===== config.mk =====
export PLATFORM = sky130hd
export DESIGN_NAME = vga_scan_out
export DESIGN_NICKNAME = d
export VERILOG_FILES = /design/src/rtl/vga_scan_out.sv
export SDC_FILE = /design/constraint.sdc
export NUM_CORES = 1
export LEC_CHECK = 0
export BUFFER_PORTS_ARGS = -buffer_cell sky130_fd_sc_hd__clkbuf_2
export CAP_MARGIN = 20
export CORE_ASPECT_RATIO = 1.5
export CORE_MARGIN = 2
export CORE_UTILIZATION = 60
export CTS_BUF_LIST = sky130_fd_sc_hd__clkbuf_4
export DETAILED_ROUTE_END_ITERATION = 12
export MAX_ROUTING_LAYER = met4
export PLACE_DENSITY_LB_ADDON = 0.1
export REMOVE_ABC_BUFFERS = 1
export SLEW_MARGIN = 15
export SYNTH_ARGS = -nofsm -noshare
export SYNTH_HDL_FRONTEND = slang
export SYNTH_SLANG_ARGS = --single-unit

===== constraint.sdc =====
create_clock -name clk -period 3 [get_ports clk]
set_clock_uncertainty 0.15 [all_clocks]
set_input_delay 0.45 -clock clk [delete_from_list [all_inputs] [get_ports clk]]
set_output_delay 0.45 -clock clk [all_outputs]
set_load 0.005 [all_outputs]

===== src/rtl/vga_scan_out.sv =====
`default_nettype none
// ============================================================================
// Module   : vga_scan_out
// Brief    : VGA raster timing generator with a latency-aligned sync/RGB
//            output stage for a 1-bit pixel source.
// Revision : 1.0 - initial release
// ============================================================================
module vga_scan_out #(
    parameter int         H_VISIBLE     = 640,
    parameter int         H_FRONT       = 16,
    parameter int         H_SYNC        = 96,
    parameter int         H_BACK        = 48,
    parameter int         V_VISIBLE     = 480,
    parameter int         V_FRONT       = 10,
    parameter int         V_SYNC        = 2,
    parameter int         V_BACK        = 33,
    parameter int         PIXEL_LATENCY = 1,
    parameter logic       SYNC_POL      = 1'b0,
    parameter logic [5:0] FG_COLOR      = 6'b111111,
    parameter logic [5:0] BG_COLOR      = 6'b000000
) (
    input  logic       clk,
    input  logic       rst,
    input  logic       pix_ce,
    input  logic       pixel_in,
    output logic [9:0] x,
    output logic [8:0] y,
    output logic       video_active,
    output logic       vblank,
    output logic       frame_start,
    output logic       hsync,
    output logic       vsync,
    output logic [5:0] rgb
);

    localparam logic [9:0] c_H_VIS   = 10'(H_VISIBLE);
    localparam logic [9:0] c_HS_BEG  = 10'(H_VISIBLE + H_FRONT);
    localparam logic [9:0] c_HS_END  = 10'(H_VISIBLE + H_FRONT + H_SYNC);
    localparam logic [9:0] c_H_LAST  = 10'(H_VISIBLE + H_FRONT + H_SYNC + H_BACK - 1);
    localparam logic [9:0] c_V_VIS   = 10'(V_VISIBLE);
    localparam logic [9:0] c_VS_BEG  = 10'(V_VISIBLE + V_FRONT);
    localparam logic [9:0] c_VS_END  = 10'(V_VISIBLE + V_FRONT + V_SYNC);
    localparam logic [9:0] c_V_LAST  = 10'(V_VISIBLE + V_FRONT + V_SYNC + V_BACK - 1);

    logic [9:0] r_h_cnt;
    logic [9:0] r_v_cnt;
    logic       w_act;
    logic       w_hs;
    logic       w_vs;
    logic       w_act_d;
    logic       w_hs_d;
    logic       w_vs_d;
    logic       r_hsync;
    logic       r_vsync;
    logic [5:0] r_rgb;

    always_ff @(posedge clk or posedge rst) begin
        if (rst) begin
            r_h_cnt <= '0;
            r_v_cnt <= '0;
        end else if (pix_ce) begin
            if (r_h_cnt == c_H_LAST) begin
                r_h_cnt <= '0;
                r_v_cnt <= (r_v_cnt == c_V_LAST) ? 10'd0 : r_v_cnt + 10'd1;
            end else begin
                r_h_cnt <= r_h_cnt + 10'd1;
            end
        end
    end

    assign w_act = (r_h_cnt < c_H_VIS) && (r_v_cnt < c_V_VIS);
    assign w_hs  = (r_h_cnt >= c_HS_BEG) && (r_h_cnt < c_HS_END);
    assign w_vs  = (r_v_cnt >= c_VS_BEG) && (r_v_cnt < c_VS_END);

    // Coordinates read as zero anywhere outside the visible rectangle.
    assign x            = w_act ? r_h_cnt : 10'd0;
    assign y            = w_act ? r_v_cnt[8:0] : 9'd0;
    assign video_active = w_act;
    assign vblank       = (r_v_cnt >= c_V_VIS);
    assign frame_start  = pix_ce && (r_h_cnt == 10'd0) && (r_v_cnt == 10'd0);

    // Delay decode by the pixel source latency so it meets pixel_in in step.
    if (PIXEL_LATENCY == 0) begin : g_bypass
        assign w_act_d = w_act;
        assign w_hs_d  = w_hs;
        assign w_vs_d  = w_vs;
    end else begin : g_delay
        logic [PIXEL_LATENCY-1:0][2:0] r_pipe;

        always_ff @(posedge clk or posedge rst) begin
            if (rst) begin
                r_pipe <= '0;
            end else if (pix_ce) begin
                r_pipe[0] <= {w_act, w_hs, w_vs};
                for (int i = 1; i < PIXEL_LATENCY; i++) begin
                    r_pipe[i] <= r_pipe[i-1];
                end
            end
        end

        assign {w_act_d, w_hs_d, w_vs_d} = r_pipe[PIXEL_LATENCY-1];
    end

    always_ff @(posedge clk or posedge rst) begin
        if (rst) begin
            r_hsync <= ~SYNC_POL;
            r_vsync <= ~SYNC_POL;
            r_rgb   <= 6'd0;
        end else if (pix_ce) begin
            r_hsync <= w_hs_d ? SYNC_POL : ~SYNC_POL;
            r_vsync <= w_vs_d ? SYNC_POL : ~SYNC_POL;
            r_rgb   <= w_act_d ? (pixel_in ? FG_COLOR : BG_COLOR) : 6'd0;
        end
    end

    assign hsync = r_hsync;
    assign vsync = r_vsync;
    assign rgb   = r_rgb;

endmodule
`default_nettype wire


## Word-level counts from Yosys, hierarchy flattened

Cells that the tools add are included.

- $add $sub $neg: 2
- $lt $le $gt $ge: 7
- Equality and inequality tests: 2
- Mux-type cells: 8
- Reductions and logical operators: 8

Operators with widths:

| operator | count |
|---|---|
| 10-bit 2-to-1 mux | 3 |
| 10-bit by 1-bit adder with 10-bit output, second input constant | 2 |
| 10-bit equality test, second input constant | 2 |
| 10-bit by 9-bit greater-or-equal comparator with 1-bit output, second input constant | 2 |
| 10-bit logical NOT | 2 |
| 10-bit < comparator, second input constant | 2 |
| 10-bit by 9-bit < comparator with 1-bit output, second input constant | 2 |
| 6-bit 2-to-1 mux | 2 |
| 10-bit greater-or-equal comparator, second input constant | 1 |
| 9-bit 2-to-1 mux | 1 |
| 1-bit logical AND | 5 |
| 1-bit 2-to-1 mux | 2 |
| 2-bit AND reduction | 1 |

- Register bits after elaboration: 31
- Bits of input ports: 4
- Output and inout bits: 30
- Logic and storage cells: 33

## Logic depth before layout (Yosys ltp)

Gate-level depths: netlist of the first run.

- Depth in word-level cells: 3
- Depth in mapped cells: 6
- Mapped depth without buffers: 6

## Least setup slack after synthesis of the first run

OpenSTA, ideal clock, no wires.

- Path type: register to output
- Start: register r_h_cnt[0]
- End: output port frame_start
- Arrival time: 1376 ps
- Required time: 2400 ps
- Slack: 1024 ps
- Cell stages (with the launch flop): 5
- Path buffers: 0
- Cell sequence: dfrtp_1 inv_1 ha_1 or4b_2 nor3_1

- Word-level cells in the longest chain between the ends: 3

Ends and longest elaborated chain:

| what | line | RTL |
|---|---|---|
| start: declaration | 45 | `logic [9:0] r_h_cnt;` |
| start signal: assignment | 66 | `r_h_cnt <= r_h_cnt + 10'd1;` |
| 10-bit logical NOT | 80 | `assign frame_start = pix_ce && (r_h_cnt == 10'd0) && (r_v_cnt == 10'd0);` |
| 1-bit logical AND (2 in series) | 80 |  |
| end: declaration | 30 | `output logic frame_start,` |

Every way passes these cells.

## Final worst setup path of the first run

Ends and elaborated chain as after synthesis.

==> results.toml, run 1 <==
[clock_network]
cts_root_buffer = "clkbuf_4"
cts_tree = "built"
cts_resized = 0
cts_made_buffers = 3
clockBufferDepth = 2
cts.sinks = 26
insertion_delay_ns = 0.32
clkTransAtPathRegs_ns = 0.15
h-tree-depth = 1

[setup_path]
worstPathArrival_ns = 2.00
worstSetupPathType = "flop to output port"
endpoint_kind = "output port"
cp-startpoint = "r_h_cnt[0]"
worstPathMaxFanout = 5
timing.rr.start = "r_v_cnt[0]"
critPathLaunchType = "flop"
crit_required_ns = 2.40

[sta]
min_period_over_period_pct = 86.6
setup_viol = 0
tightest_slew_ns = 0.400
min_period_ns = 2.60
tns_ns = 0
max_clock_freq_ghz = 0.385
hold_violations = 0
drv_slew = 0
rsz0062_at_grt = "false"
max_slew_margin_pct = 73.1

[placement]
hpwl_um = 2630
place_inst = 225
gp_congestion = 0.954
port_buffers = 33

[flow_run]
maxCapViolCount = 0

[final_layout]
area_growth_pct = 11.8
n_antenna_cell = 0
fin_nets = 204
drive_gt1_share_pct = 28.4
fin_cells = 231

[worst_hold_path]
hp-start = "pixel_in"
hold_class = "primary input to flop"

[logic_synthesis]
synth_area_leaders = "dfrtp_1 (37%), and2_1 (4.6%), ha_1 (3.9%)"
seq_area_frac_synth_pct = 40.3
netlist-cell-type-count = 45
synth.most_common_cell = "dfrtp_1"
syn_area_um2 = 1620
synth.avg_cell_area_um2 = 9.59
synthArstFlopShare_pct = 100
synth_common_cells = "dfrtp_1 (24), and2_1 (12), inv_1 (12), nand3_1 (11), nor3_1 (10)"
syn_inst = 169
ys.warnings.count = 0
yosysTopAreaCell = "dfrtp_1"
synthFlopType = "dfrtp_1"
synth_seq_cells = 26
synth_edf_count = 0
yosysTopAreaCellShare_pct = 37.1

[drt]
wl_um = 3470
drtIter0Drc = 30
detail-route-antenna-nets = 0
vias = 1341
first_pass_iters = 4
wl_per_cell_um = 15.0
post_drt_via_cell_ratio = 5.81
drcViolationCount = 0

[power]
vdd_drop_max_v = 0.000561
p_leak_nw = 0.875
power_density_nw_per_um2 = 472

[floorplanning]
rows = 23
die_h_um = 67.6
start_util_pct = 61.9
dieWidth_um = 46.4
placeableCoreArea_um2 = 2620
die-area_um2 = 3140
pin_count = 34

[grt]
first_global_vias = 1249
overflow = 0
track_usage_pct = 25.9
grt_pass1_wl_um = 5810
grt_start_max_net_pins = 27
antenna_found_initial = 0

[run_status]
outcome = "finished, final reports clean"
## critical path: stages (launching register included)
cell and delay [ns]:
dfrtp_1 0.45, inv_1 0.15, ha_1 0.16, or4b_2 0.57
nor3_1 0.20, clkbuf_2 0.15
## registers in the layout, summed over array words and instances (netlist names)
signal          flops
g_delay.r_pipe      3
rgb                 1
hsync               1
vsync               1
r_h_cnt            10
r_v_cnt            10
## routing by layer
| layer | vias up | wire [µm] | track usage [%] |
|---|---|---|---|
| met2 | 40 | 1950 | 43.1 |
| li1 | 630 | - | - |
| met1 | 654 | 1280 | 31.0 |
| met5 | - | 0 | - |
| met3 | 17 | 93 | 1.87 |
| met4 | 0 | 145 | 12.1 |
## logic make-up after synthesis
| logic type | count (synthesis) | share of synthesized area, % |
|---|---|---|
| AND/OR/NAND/NOR | 78 | 30.2 |
| XOR/XNOR | 10 | 5.41 |
| adder cells (fa/ha/maj) | 5 | 3.86 |
| buffers and inverters | 26 | 9.57 |
| multiplexers | 6 | 4.02 |
| flip-flops | 26 | 40.3 |
| AO/OA/AOI/OAI | 18 | 6.64 |
## timing repair
item	4_1_cts	5_1_grt
endpoints found under the hold margin	0	4
buffers inserted	0	0
hold buffers	0	1
## stage by stage
step,worst slack [ns],util (%),total power [mW],cell area (µm²),hold slack [ns]
2_1_floorplan,1.02,-,0.568,1510,0.312
3_3_place_gp,0.813,65.7,0.608,1720,0.327
3_5_place_dp,0.774,65.7,0.615,1720,0.356
4_1_cts,0.395,67.7,0.854,1770,0.199
5_1_grt,0.277,69.2,0.910,1810,0.248
6_report,0.401,69.2,0.856,1810,0.217
## final timing paths
kind	slack, ns	cells after the start	to
max in group asynchronous	1.79	4	hsync
min in group asynchronous	0.43	3	g_delay.r_pipe[0]
max	0.40	5	frame_start
min reg2reg	0.38	1	r_v_cnt[8]
min	0.22	3	rgb[4]
max reg2reg	1.02	6	r_v_cnt[4]
## where the power goes
group          internal (mW)  total (mW)  switching [mW]  leakage, nW
logic                 0.0717       0.148          0.0761        0.522
registers              0.389       0.466          0.0769        0.326
clock network          0.135       0.242           0.107       0.0279
## final cells by class
type                    count  area (µm²)
multi-input cells         117         812
repair buffers             35         203
inverters                  12        45.0
clock inverters             1        30.0
clock buffers               3        22.5
flip-flops and latches     26         653
well taps                  37        46.3
fillers                   231         807
## cells in the final DEF (no fill, tap or decap), drive strengths merged
cell type,n
o21ai,7
nand4b,1
nand4,7
o2111ai,1
mux2,4
or2,2
inv,12
and2b,1
o21a,1
o22ai,2
buf,1
or4b,2
and2,13
nor4,3
dfrtp,24
o2bb2ai,1
and4,3
a21o,2
mux2i,2
xor2,5
ha,5
nor2,9
dlygate4sd3,1
nand3,11
nand2,6
a21oi,4
nand2b,2
dfstp,2
bufinv,1
nor3,12
and3,5
xnor2,5
nor4b,1
clkbuf,36
Note: power is estimated with default switching activity, not from simulation.
==> inputs of run 2 (changes only) <==
- PLACE_DENSITY: not set -> 0.86
- PLACE_DENSITY_LB_ADDON: 0.1 -> not set
==> run 2 against run 1 <==
The run now ends with hold timing left. Sequential share of layout area rose by 1.0 points. Routed wire length rose by 0.66%. Die area did not move. Worst setup slack improved by 0.031 ns. Hold slack got worse by 0.25 ns. Sequential power rose by 1%. Combinational power barely moved.
==> results.toml, run 2 (synthesized netlist as in run 1, its figures left out) <==
[sta]
tns_ns = 0
rsz0062_at_grt = "false"
max_clock_freq_ghz = 0.389
min_period_over_period_pct = 85.6
max_slew_margin_pct = 64.3
setup_viol = 0
hold_ws_ns = -0.0284
drv_slew = 0
tightest_slew_ns = 0.536
hold_violations = 10
min_period_ns = 2.57

[final_layout]
area_growth_pct = 8.80
n_antenna_cell = 0
fin_cells = 230
final_common_cell = "clkbuf_2"
top_regs = "r_h_cnt: 10 flops, r_v_cnt: 10 flops, g_delay.r_pipe: 3 flops"
drive_gt1_share_pct = 28.0
mostFrequentLayoutCells = "clkbuf_2 (33), dfrtp_1 (24), inv_1 (12), and2_1 (12), nand3_1 (11)"
fin_nets = 203

[setup_path]
worstPathArrival_ns = 1.97
worstPathMaxFanout = 5
r2r-end = "r_v_cnt[4]"
reg2reg_slack_ns = 1.04
endpoint_kind = "output port"
rr_worst_depth = 6
timing.rr.start = "r_v_cnt[0]"
crit_required_ns = 2.40
critPathLaunchType = "flop"
worstSetupPathType = "flop to output port"

[grt]
first_global_vias = 1268
grt_start_max_net_pins = 27
antenna_found_initial = 0
track_usage_pct = 24.8
grt_pass1_wl_um = 5560
overflow = 0

[floorplanning]
die_h_um = 67.6
die-area_um2 = 3140
pin_count = 34
start_util_pct = 61.9
rows = 23
dieWidth_um = 46.4
placeableCoreArea_um2 = 2620

[power]
vdd_drop_max_v = 0.000470
p_leak_nw = 0.853
power_density_nw_per_um2 = 437

[run_status]
violations = "hold timing"
outcome = "complete, but fails checks"

[drt]
wl_um = 3500
post_drt_via_cell_ratio = 5.74
drtIter0Drc = 35
first_pass_iters = 4
vias = 1321
wl_per_cell_um = 15.2
detail-route-antenna-nets = 0
drcViolationCount = 0

[worst_hold_path]
hold_class = "primary input to async pin"

[clock_network]
h-tree-depth = 1
insertion_delay_ns = 0.32
cts.sinks = 26
cts_hold_buf = 0
clkTransAtPathRegs_ns = 0.15
cts_resized = 0
cts_tree = "built"
cts_made_buffers = 3
post_cts_buffers = 0
clockBufferDepth = 2
cts_root_buffer = "clkbuf_4"

[placement]
port_buffers = 33
hpwl_um = 2650
gp_congestion = 0.993
place_inst = 225

[flow_run]
maxCapViolCount = 0
[run 2: cell count changes in the layout (fill, tap and decap cells not counted), sizes merged]
cell,previous run,this run
bufinv,1,0
clkinv,0,1
dlygate4sd3,1,0
[run 2: layer usage]
layer,share of wire [%],GRT usage [%],vias to the layer above
met5,0,-,-
met4,1.7,10.0,0
met3,3.2,2.67,7
met2,58,44.8,33
met1,37,26.3,648
li1,-,-,633
[run 2: worst max-delay path by stage]
stage	slack, ns	endpoint	depth (start not counted)	start
floorplan	1.02	frame_start	4	r_h_cnt[0]
global placement	0.83	frame_start	5	r_h_cnt[0]
detailed placement	0.79	frame_start	5	r_h_cnt[0]
CTS	0.43	frame_start	5	r_h_cnt[0]
global route	0.28	x[2]	5	r_v_cnt[6]
finish	0.43	frame_start	5	r_h_cnt[0]
[run 2: worst max-delay path: stages, from the launching register on]
cell and delay [ns]:
dfrtp_1 0.45, inv_1 0.14, ha_1 0.15, or4b_2 0.57
nor3_1 0.19, clkbuf_2 0.15
[run 2: final cells by class]
type / instances / area [µm²]
inverters: 12 / 45.0
clock inverters: 1 / 3.75
multi-input cells: 117 / 812
repair buffers: 34 / 180
fillers: 232 / 856
well taps: 37 / 46.3
flip-flops and latches: 26 / 653
clock buffers: 3 / 22.5
[run 2: stage by stage]
stage / setup slack (ns) / area (µm²) / utilization [%] / power (mW)
2_1_floorplan: 1.02 / 1510 / - / 0.568
3_3_place_gp: 0.831 / 1720 / 65.7 / 0.607
3_5_place_dp: 0.793 / 1720 / 65.7 / 0.617
4_1_cts: 0.432 / 1750 / 66.7 / 0.765
5_1_grt: 0.280 / 1760 / 67.3 / 0.808
6_report: 0.432 / 1760 / 67.3 / 0.771
[run 2: power by group]
group          switching (mW)  total [mW]  internal, mW
logic                  0.0788       0.148        0.0692
registers              0.0820       0.471         0.389
clock network           0.103       0.152        0.0486
total                   0.264       0.771         0.507
